## src/rtl/lsu_wb.sv

```systemverilog
// Load/store unit bus master: one CPU load/store becomes one classic Wishbone cycle,
// with lane select, write-data replication, read alignment/extension, misalign and timeout.
module lsu_wb #(
   parameter int unsigned TIMEOUT_CYCLES = 15
) (
   input  logic        i_clk,
   input  logic        i_reset,
   input  logic        i_req,
   output logic        o_ready,
   input  logic        i_we,
   input  logic [31:0] i_addr,
   input  logic [1:0]  i_size,
   input  logic        i_unsigned,
   input  logic [31:0] i_wdata,
   output logic        o_done,
   output logic [31:0] o_rdata,
   output logic        o_err_misalign,
   output logic        o_err_timeout,
   output logic [31:0] o_wb_addr,
   output logic        o_wb_stb,
   output logic        o_wb_cyc,
   output logic        o_wb_we,
   output logic [3:0]  o_wb_sel,
   output logic [31:0] o_wb_wdata,
   input  logic        i_wb_ack,
   input  logic [31:0] i_wb_rdata
);

   localparam int unsigned CntW = (TIMEOUT_CYCLES > 2) ? $clog2(TIMEOUT_CYCLES) : 1;
   localparam logic [CntW-1:0] CntLast = CntW'(TIMEOUT_CYCLES - 1);

   typedef enum logic [1:0] {StIdle, StBus, StResp} state_e;

   state_e          state_q, state_d;
   logic [CntW-1:0] cnt_q, cnt_d;
   logic            we_q, we_d;
   logic [1:0]      size_q, size_d;
   logic            uns_q, uns_d;
   logic [1:0]      lo_q, lo_d;
   logic            cyc_q, cyc_d;
   logic            wb_we_q, wb_we_d;
   logic [31:0]     wb_addr_q, wb_addr_d;
   logic [3:0]      sel_q, sel_d;
   logic [31:0]     wdata_q, wdata_d;
   logic [31:0]     rdata_q, rdata_d;
   logic            mis_q, mis_d;
   logic            tmo_q, tmo_d;

   logic            accept;
   logic            misalign;
   logic [3:0]      sel_calc;
   logic [31:0]     wdata_calc;
   logic [31:0]     shifted;
   logic [31:0]     load_ext;

   assign o_ready        = (state_q == StIdle) & ~i_reset;
   assign o_done         = (state_q == StResp);
   assign o_rdata        = rdata_q;
   assign o_err_misalign = mis_q;
   assign o_err_timeout  = tmo_q;
   assign o_wb_addr      = wb_addr_q;
   assign o_wb_stb       = cyc_q;
   assign o_wb_cyc       = cyc_q;
   assign o_wb_we        = wb_we_q;
   assign o_wb_sel       = sel_q;
   assign o_wb_wdata     = wdata_q;

   assign accept   = i_req & o_ready;
   assign misalign = ((i_size == 2'd1) & i_addr[0]) |
                     ((i_size == 2'd2) & (i_addr[1:0] != 2'b00)) |
                     (i_size == 2'd3);

   always_comb begin
      sel_calc   = 4'b1111;
      wdata_calc = i_wdata;
      case (i_size)
         2'd0: begin
            sel_calc   = 4'b0001 << i_addr[1:0];
            wdata_calc = {4{i_wdata[7:0]}};
         end
         2'd1: begin
            sel_calc   = 4'b0011 << i_addr[1:0];
            wdata_calc = {2{i_wdata[15:0]}};
         end
         default: begin
            sel_calc   = 4'b1111;
            wdata_calc = i_wdata;
         end
      endcase
   end

   // Selected lanes are moved down to bit 0 before extension.
   assign shifted = i_wb_rdata >> {lo_q, 3'b000};

   always_comb begin
      load_ext = shifted;
      case (size_q)
         2'd0:    load_ext = {{24{~uns_q & shifted[7]}}, shifted[7:0]};
         2'd1:    load_ext = {{16{~uns_q & shifted[15]}}, shifted[15:0]};
         default: load_ext = shifted;
      endcase
   end

   always_comb begin
      state_d   = state_q;
      cnt_d     = cnt_q;
      we_d      = we_q;
      size_d    = size_q;
      uns_d     = uns_q;
      lo_d      = lo_q;
      cyc_d     = cyc_q;
      wb_we_d   = wb_we_q;
      wb_addr_d = wb_addr_q;
      sel_d     = sel_q;
      wdata_d   = wdata_q;
      rdata_d   = 32'h0;
      mis_d     = 1'b0;
      tmo_d     = 1'b0;

      case (state_q)
         StIdle: begin
            if (accept) begin
               we_d   = i_we;
               size_d = i_size;
               uns_d  = i_unsigned;
               lo_d   = i_addr[1:0];
               if (misalign) begin
                  mis_d   = 1'b1;
                  state_d = StResp;
               end else begin
                  cyc_d     = 1'b1;
                  wb_we_d   = i_we;
                  wb_addr_d = {i_addr[31:2], 2'b00};
                  sel_d     = sel_calc;
                  wdata_d   = wdata_calc;
                  cnt_d     = '0;
                  state_d   = StBus;
               end
            end
         end
         StBus: begin
            // Ack is tested first so it wins over the timeout limit in the same cycle.
            if (i_wb_ack) begin
               cyc_d   = 1'b0;
               rdata_d = we_q ? 32'h0 : load_ext;
               state_d = StResp;
            end else if (cnt_q == CntLast) begin
               cyc_d   = 1'b0;
               tmo_d   = 1'b1;
               state_d = StResp;
            end else begin
               cnt_d = cnt_q + 1'b1;
            end
         end
         StResp: begin
            state_d = StIdle;
         end
         default: begin
            state_d = StIdle;
         end
      endcase
   end

   always_ff @(posedge i_clk) begin
      if (i_reset) begin
         state_q   <= StIdle;
         cnt_q     <= '0;
         we_q      <= 1'b0;
         size_q    <= 2'd0;
         uns_q     <= 1'b0;
         lo_q      <= 2'd0;
         cyc_q     <= 1'b0;
         wb_we_q   <= 1'b0;
         wb_addr_q <= 32'h0;
         sel_q     <= 4'h0;
         wdata_q   <= 32'h0;
         rdata_q   <= 32'h0;
         mis_q     <= 1'b0;
         tmo_q     <= 1'b0;
      end else begin
         state_q   <= state_d;
         cnt_q     <= cnt_d;
         we_q      <= we_d;
         size_q    <= size_d;
         uns_q     <= uns_d;
         lo_q      <= lo_d;
         cyc_q     <= cyc_d;
         wb_we_q   <= wb_we_d;
         wb_addr_q <= wb_addr_d;
         sel_q     <= sel_d;
         wdata_q   <= wdata_d;
         rdata_q   <= rdata_d;
         mis_q     <= mis_d;
         tmo_q     <= tmo_d;
      end
   end

endmodule

```

## config.mk

```make
export PLATFORM = sky130hd
export DESIGN_NAME = lsu_wb
export DESIGN_NICKNAME = d
export VERILOG_FILES = /design/src/rtl/lsu_wb.sv
export SDC_FILE = /design/constraint.sdc
export NUM_CORES = 1
export LEC_CHECK = 0
export ABC_CLOCK_PERIOD_IN_PS = 2400
export CAP_MARGIN = 20
export CELL_PAD_IN_SITES_DETAIL_PLACEMENT = 0
export CELL_PAD_IN_SITES_GLOBAL_PLACEMENT = 1
export CORE_ASPECT_RATIO = 1.75
export CORE_MARGIN = 10
export CORE_UTILIZATION = 30
export CTS_CLUSTER_SIZE = 28
export DETAILED_ROUTE_END_ITERATION = 10
export PLACE_DENSITY_LB_ADDON = 0.1
export SETUP_SLACK_MARGIN = 0.15
export SLEW_MARGIN = 25
export SYNTH_ARGS = -nofsm -noshare
export SYNTH_HDL_FRONTEND = slang
export SYNTH_SLANG_ARGS = --single-unit
```

## constraint.sdc

```tcl
create_clock -name i_clk -period 2.4 [get_ports i_clk]
set_clock_uncertainty 0.2 [all_clocks]
set_input_delay 0.24 -clock i_clk [delete_from_list [all_inputs] [get_ports i_clk]]
set_output_delay 0.24 -clock i_clk [all_outputs]
set_load 0.005 [all_outputs]
```

==> results of run 1 <==
critical path: cells and delay by family, from the launching register on:
kind	cells	cell delay, ns
buffers and inverters	2	0.77
DFF	1	0.38
and+or+nand+nor	1	0.15
registers in the layout, summed over array words and instances (netlist names), 2 cells and up:
| register | count |
|---|---|
| cnt_q | 4 |
| lo_q | 2 |
| o_rdata | 32 |
| o_wb_addr | 30 |
| o_wb_sel | 4 |
| o_wb_wdata | 32 |
| size_q | 2 |
| state_q | 2 |
cell usage after synthesis (7+ instances only):
cell type	instances
a211oi_1	27
a21oi_1	51
a21oi_2	9
a311oi_1	9
and2_1	8
buf_2	7
buf_4	7
buf_6	9
clkbuf_1	25
dfxtp_1	114
mux2i_1	33
nand2_1	135
nand2b_1	9
nor2_1	34
nor2b_1	11
o21ai_0	41
worst min-delay path by stage:
stage / end / cells after the start / start / slack (ns)
after floorplan: o_rdata[24] / 2 / i_wb_rdata[24] / 0.15
after global placement: o_wb_addr[9] / 2 / o_wb_addr[9] / 0.24
after detailed placement: o_wb_addr[9] / 2 / o_wb_addr[9] / 0.25
after CTS: o_wb_addr[5] / 3 / i_addr[5] / 0.17
after global routing: o_wb_addr[4] / 3 / i_addr[4] / 0.18
final: o_wb_addr[5] / 3 / i_addr[5] / 0.18
power breakdown:
group,internal [mW],switching (mW)
Clock,1.77,0.909
Combinational,0.370,0.317
Sequential,1.96,0.0363
cell type report:
cell class | instances | share of cell area (%)
Sequential cell | 114 | 29.68
Multi-Input combinational cell | 406 | 29.57
Timing Repair Buffer | 228 | 29.31
Clock buffer | 20 | 5.807
Tap cell | 189 | 3.074
Clock inverter | 12 | 2.358
Inverter | 4 | 0.1952
layout by cell type, fill, tap and decap left out, drive strengths merged, types with 3 or more instances in the layout:
master | synthesis | final
clkinv | 0 | 3
bufinv | 0 | 4
a311oi | 9 | 9
mux2i | 33 | 33
nand2b | 9 | 9
a21oi | 60 | 60
nand2 | 135 | 135
buf | 23 | 21
clkinvlp | 0 | 4
and2 | 8 | 8
dfxtp | 114 | 114
inv | 4 | 5
nor2b | 11 | 11
or2 | 3 | 3
or3 | 3 | 3
clkdlybuf4s50 | 0 | 206
a211oi | 28 | 28
nor3 | 6 | 6
nor2 | 34 | 34
o21ai | 44 | 44
clkbuf | 25 | 20
what timing repair did:
| item | CTS | global route |
|---|---|---|
| setup endpoints to repair | 1 | 1 |
| gates resized for setup | 1 | 1 |
| hold endpoints to repair | 0 | 0 |
layer usage:
metal | track usage (%) | vias to the layer above
met5 | 0 | -
met4 | 6.093 | 0
met3 | 6.328 | 18
met2 | 28.28 | 146
met1 | 15.79 | 2194
li1 | - | 2347
through the flow:
step,worst slack (ns),instances
2_1_floorplan,0.6522,572
3_3_place_gp,0.09485,941
3_5_place_dp,0.08693,941
4_1_cts,0.1853,973
5_1_grt,0.1728,973
6_report,0.2690,973
logic make-up after synthesis:
| group | Yosys count | synth area share (%) |
|---|---|---|
| AND/OR/NAND/NOR | 219 | 20.15 |
| buffers and inverters | 52 | 6.148 |
| multiplexers | 34 | 7.052 |
| flip-flops | 114 | 47.12 |
| AO/OA/AOI/OAI | 149 | 18.94 |
| other | 1 | 0.07743 |
| adder cells (fa/ha/maj) | 2 | 0.5166 |
==> flow_summary.ini, run 1 <==
[detailed_routing]
highest_layer = met4
dr.first_iter.drc_count = 165
wl_met1_um = 6468
finalWirelength_um = 17540
met2_length_um = 9163
postRouteAntennaNets = 0
drtPass1Iterations = 4
wl_met3_um = 1562
num_vias = 4705
drc = 0
avgRoutedWirePerCell_um = 18.02
vias_per_cell = 4.836

[power]
power_density_nw_per_um2 = 696.3
p_leak_nw = 2.780
finalPower_mw = 5.356
peakVddDrop_v = 0.0004864

[outcome]
status = finished clean

[cells_and_area]
register_area_um2 = 2283
fillers = 1570
antenna_cells = 0
multi_input_area_um2 = 2275
final_layout_size_suffix_gt1_share_pct = 8.929
area_delta_synth_final_pct = 58.82
nets = 877
fin_util_pct = 48.46
fin_area_um2 = 7692

[worst_setup_path]
cp-start-kind = flip-flop
crit_slowest_cell = clkdlybuf4s50_1
startpoint = state_q[1]
cp-endpoint = o_done
rr_worst_depth = 6
r2r-end = o_rdata[17]
rr_startpoint = lo_q[0]
critPathMaxStageDelay_ns = 0.59
worstPathMaxFanout = 9
crit_chain = buf_4, nor2b_1, clkdlybuf4s50_1
path_class = reg2out
rrSetupSlack_ns = 0.38
cp.arrival_ns = 1.69
cp-end-kind = primary output
required_ns = 1.96

[logic_synthesis]
synth_area_leaders = dfxtp_1 (47%), nand2_1 (10%), mux2i_1 (6.8%)
yosysWarnings = 0
ys_seq_elements = 114
synthArstFlopShare_pct = 0
synth_top_cell_by_area = dfxtp_1
avgSynthCellArea_um2 = 8.482
yosysSeqAreaShare_pct = 47.12
yosysTopAreaCellShare_pct = 47.12
synth_edf_count = 0
synthCells = 571
synthFlopType = dfxtp_1
syn_area_um2 = 4843
synth_cell_type_count = 44

[run]
timing.max_cap.violations = 0

[timing]
setup_viol = 0
whs_ns = 0.1802
fin_tns_setup_ns = 0
fmax_mhz = 469.3
worstMarginPinSlew_ns = 0.6183
max_slew_margin_pct = 58.78
timing.final.crit_share_pct = 88.79
drv_slew = 0
min_period_ns = 2.131
rsz0062_at_grt = no
hold_viol_final = 0

[die]
core_um2 = 15880
die-area_um2 = 21830
initial_core_util_pct = 30.51
die_h_um = 188.1
pin_count = 211
row_count = 61
die_w_um = 116.1

[worst_hold_path]
hold_path.class = in2reg

[grt]
grt_max_degree = 64
overflow = 0
grt_pass1_vias = 4924
grt_antenna_before_repair = 0
grtUsageTotal_pct = 15.84
grt_pass1_wl_um = 26970

[clock_network]
clkSinkCount = 114
insertion_delay_ns = 0.40
path_clk_slew_ns = 0.06
cts_buffers = 17
root_buffer = clkbuf_16
cts_tree = yes
cts_hold_buf = 0
clock_path_buffers = 2
cts_setup_buffers = 0
htree_levels = 4

[place]
place_area_um2 = 7061
gp_congestion = 0.8149
port_buffers = 208
hpwl_um = 13230
(Power assumes the default switching activity.)
==> run 2, diff against run 1 <==
Settings changed: PLACE_DENSITY_LB_ADDON 0.1 to 0.3, RECOVER_POWER from default to 50.
==> flow_summary.ini, run 2 (synthesis gave the netlist of run 1 again) <==
[detailed_routing]
drc = 0
postRouteAntennaNets = 0
num_vias = 4728
dr.first_iter.drc_count = 144
avgRoutedWirePerCell_um = 18.15
drtPass1Iterations = 6
finalWirelength_um = 17690
vias_per_cell = 4.849

[grt]
overflow = 0
grtUsageTotal_pct = 16.05
grt_pass1_vias = 4899
grt_pass1_wl_um = 27370
grt_max_degree = 46
grt_antenna_before_repair = 0

[die]
die_w_um = 116.1
initial_core_util_pct = 30.51
pin_count = 211
core_um2 = 15880
row_count = 61
die-area_um2 = 21830
die_h_um = 188.1

[timing]
min_period_ns = 2.090
setup_viol = 0
rsz0062_at_grt = no
fmax_mhz = 478.4
worstMarginPinSlew_ns = 0.5738
whs_ns = 0.1765
timing.final.crit_share_pct = 87.10
drv_slew = 0
max_slew_margin_pct = 61.61
fin_tns_setup_ns = 0
hold_viol_final = 0

[power]
finalPower_mw = 5.162
power_density_nw_per_um2 = 673.8
peakVddDrop_v = 0.0004365
p_leak_nw = 3.084

[cells_and_area]
nets = 879
mostFrequentLayoutCell = nand2_1
layout_common_cells = nand2_1 (135), dfxtp_1 (113), clkdlybuf4s50_1 (106), dlygate4sd3_1 (101), a21oi_1 (51)
register_area_um2 = 2283
antenna_cells = 0
multi_input_area_um2 = 2260
fin_util_pct = 48.26
fillers = 1541
final_layout_size_suffix_gt1_share_pct = 9.160
area_delta_synth_final_pct = 58.18

[clock_network]
root_buffer = clkbuf_16
htree_levels = 4
insertion_delay_ns = 0.41
clock_path_buffers = 2
clkSinkCount = 114
cts_resized = 1
cts_tree = yes
cts_hold_buf = 0
cts_buffers = 17
cts_setup_buffers = 0
path_clk_slew_ns = 0.06

[run]
timing.max_cap.violations = 0

[place]
gp_congestion = 0.8601
hpwl_um = 13570
port_buffers = 208

[worst_setup_path]
worstPathMaxFanout = 11
cp.arrival_ns = 1.65
cp-start-kind = flip-flop
cp-end-kind = primary output
rr_startpoint = state_q[0]
rrSetupSlack_ns = 0.41
r2r-end = o_wb_wdata[15]
required_ns = 1.96
path_class = reg2out
rr_worst_depth = 5

[worst_hold_path]
hold_end = o_wb_addr[9]
min_from = i_addr[9]
hold_depth = 3
hold_path.class = in2reg

[outcome]
status = finished clean
==> run 2: metrics by stage <==
stage,area (um2),setup WS (ns),std cells
after floorplan,4847,0.6522,572
after detailed placement,7088,0.1830,943
after CTS,7676,0.2322,975
after global placement,7088,0.1830,943
final,7661,0.3095,975
after global routing,7661,0.1988,975
==> run 2: layer usage <==
metal  global-route usage (%)  share of wire [%]  vias to the layer above
met5                        0                  0                        -
met4                    7.979                3.9                        0
met3                    6.136                8.4                       38
met2                    28.87                 53                      171
met1                    15.26                 35                     2164
li1                         -                  -                     2355
==> run 2: how the worst max path moves through the flow <==
stage	from	end	slack (ns)	cells past startpoint
4_1_cts	state_q[0]	o_ready	0.23	2
2_1_floorplan	cnt_q[0]	cnt_q[0]	0.65	6
5_1_grt	state_q[0]	o_ready	0.20	2
3_5_place_dp	i_addr[0]	state_q[1]	0.18	5
3_3_place_gp	i_addr[0]	cnt_q[3]	0.18	7
6_report	state_q[0]	o_ready	0.31	2
==> run 2: where the power goes <==
group | leakage, nW | total, mW | switching, mW | internal, mW
Combinational | 1.89 | 0.670 | 0.315 | 0.355
Sequential | 0.925 | 1.99 | 0.0376 | 1.95
Clock | 0.265 | 2.50 | 0.962 | 1.54
Total | 3.08 | 5.16 | 1.31 | 3.85
==> run 2: area by class of cell <==
class	count	area share [%]
clock inverters	14	2.058
repair buffers	230	29.76
clock buffers	18	5.602
inverters	4	0.1960
multi-input cells	406	29.50
well taps	189	3.087
flip-flops and latches	114	29.81
==> run 2: critical path: stages, from the launching register on <==
cell	delay (ns)
dfxtp_1	0.43
nor3_1	0.24
clkdlybuf4s50_1	0.58
==> run 3, diff against run 2 <==
Settings changed: TNS_END_PERCENT from default to 5.
==> results of run 3 <==
No change in the layout: final DEF, timing and power equal those of run 2.
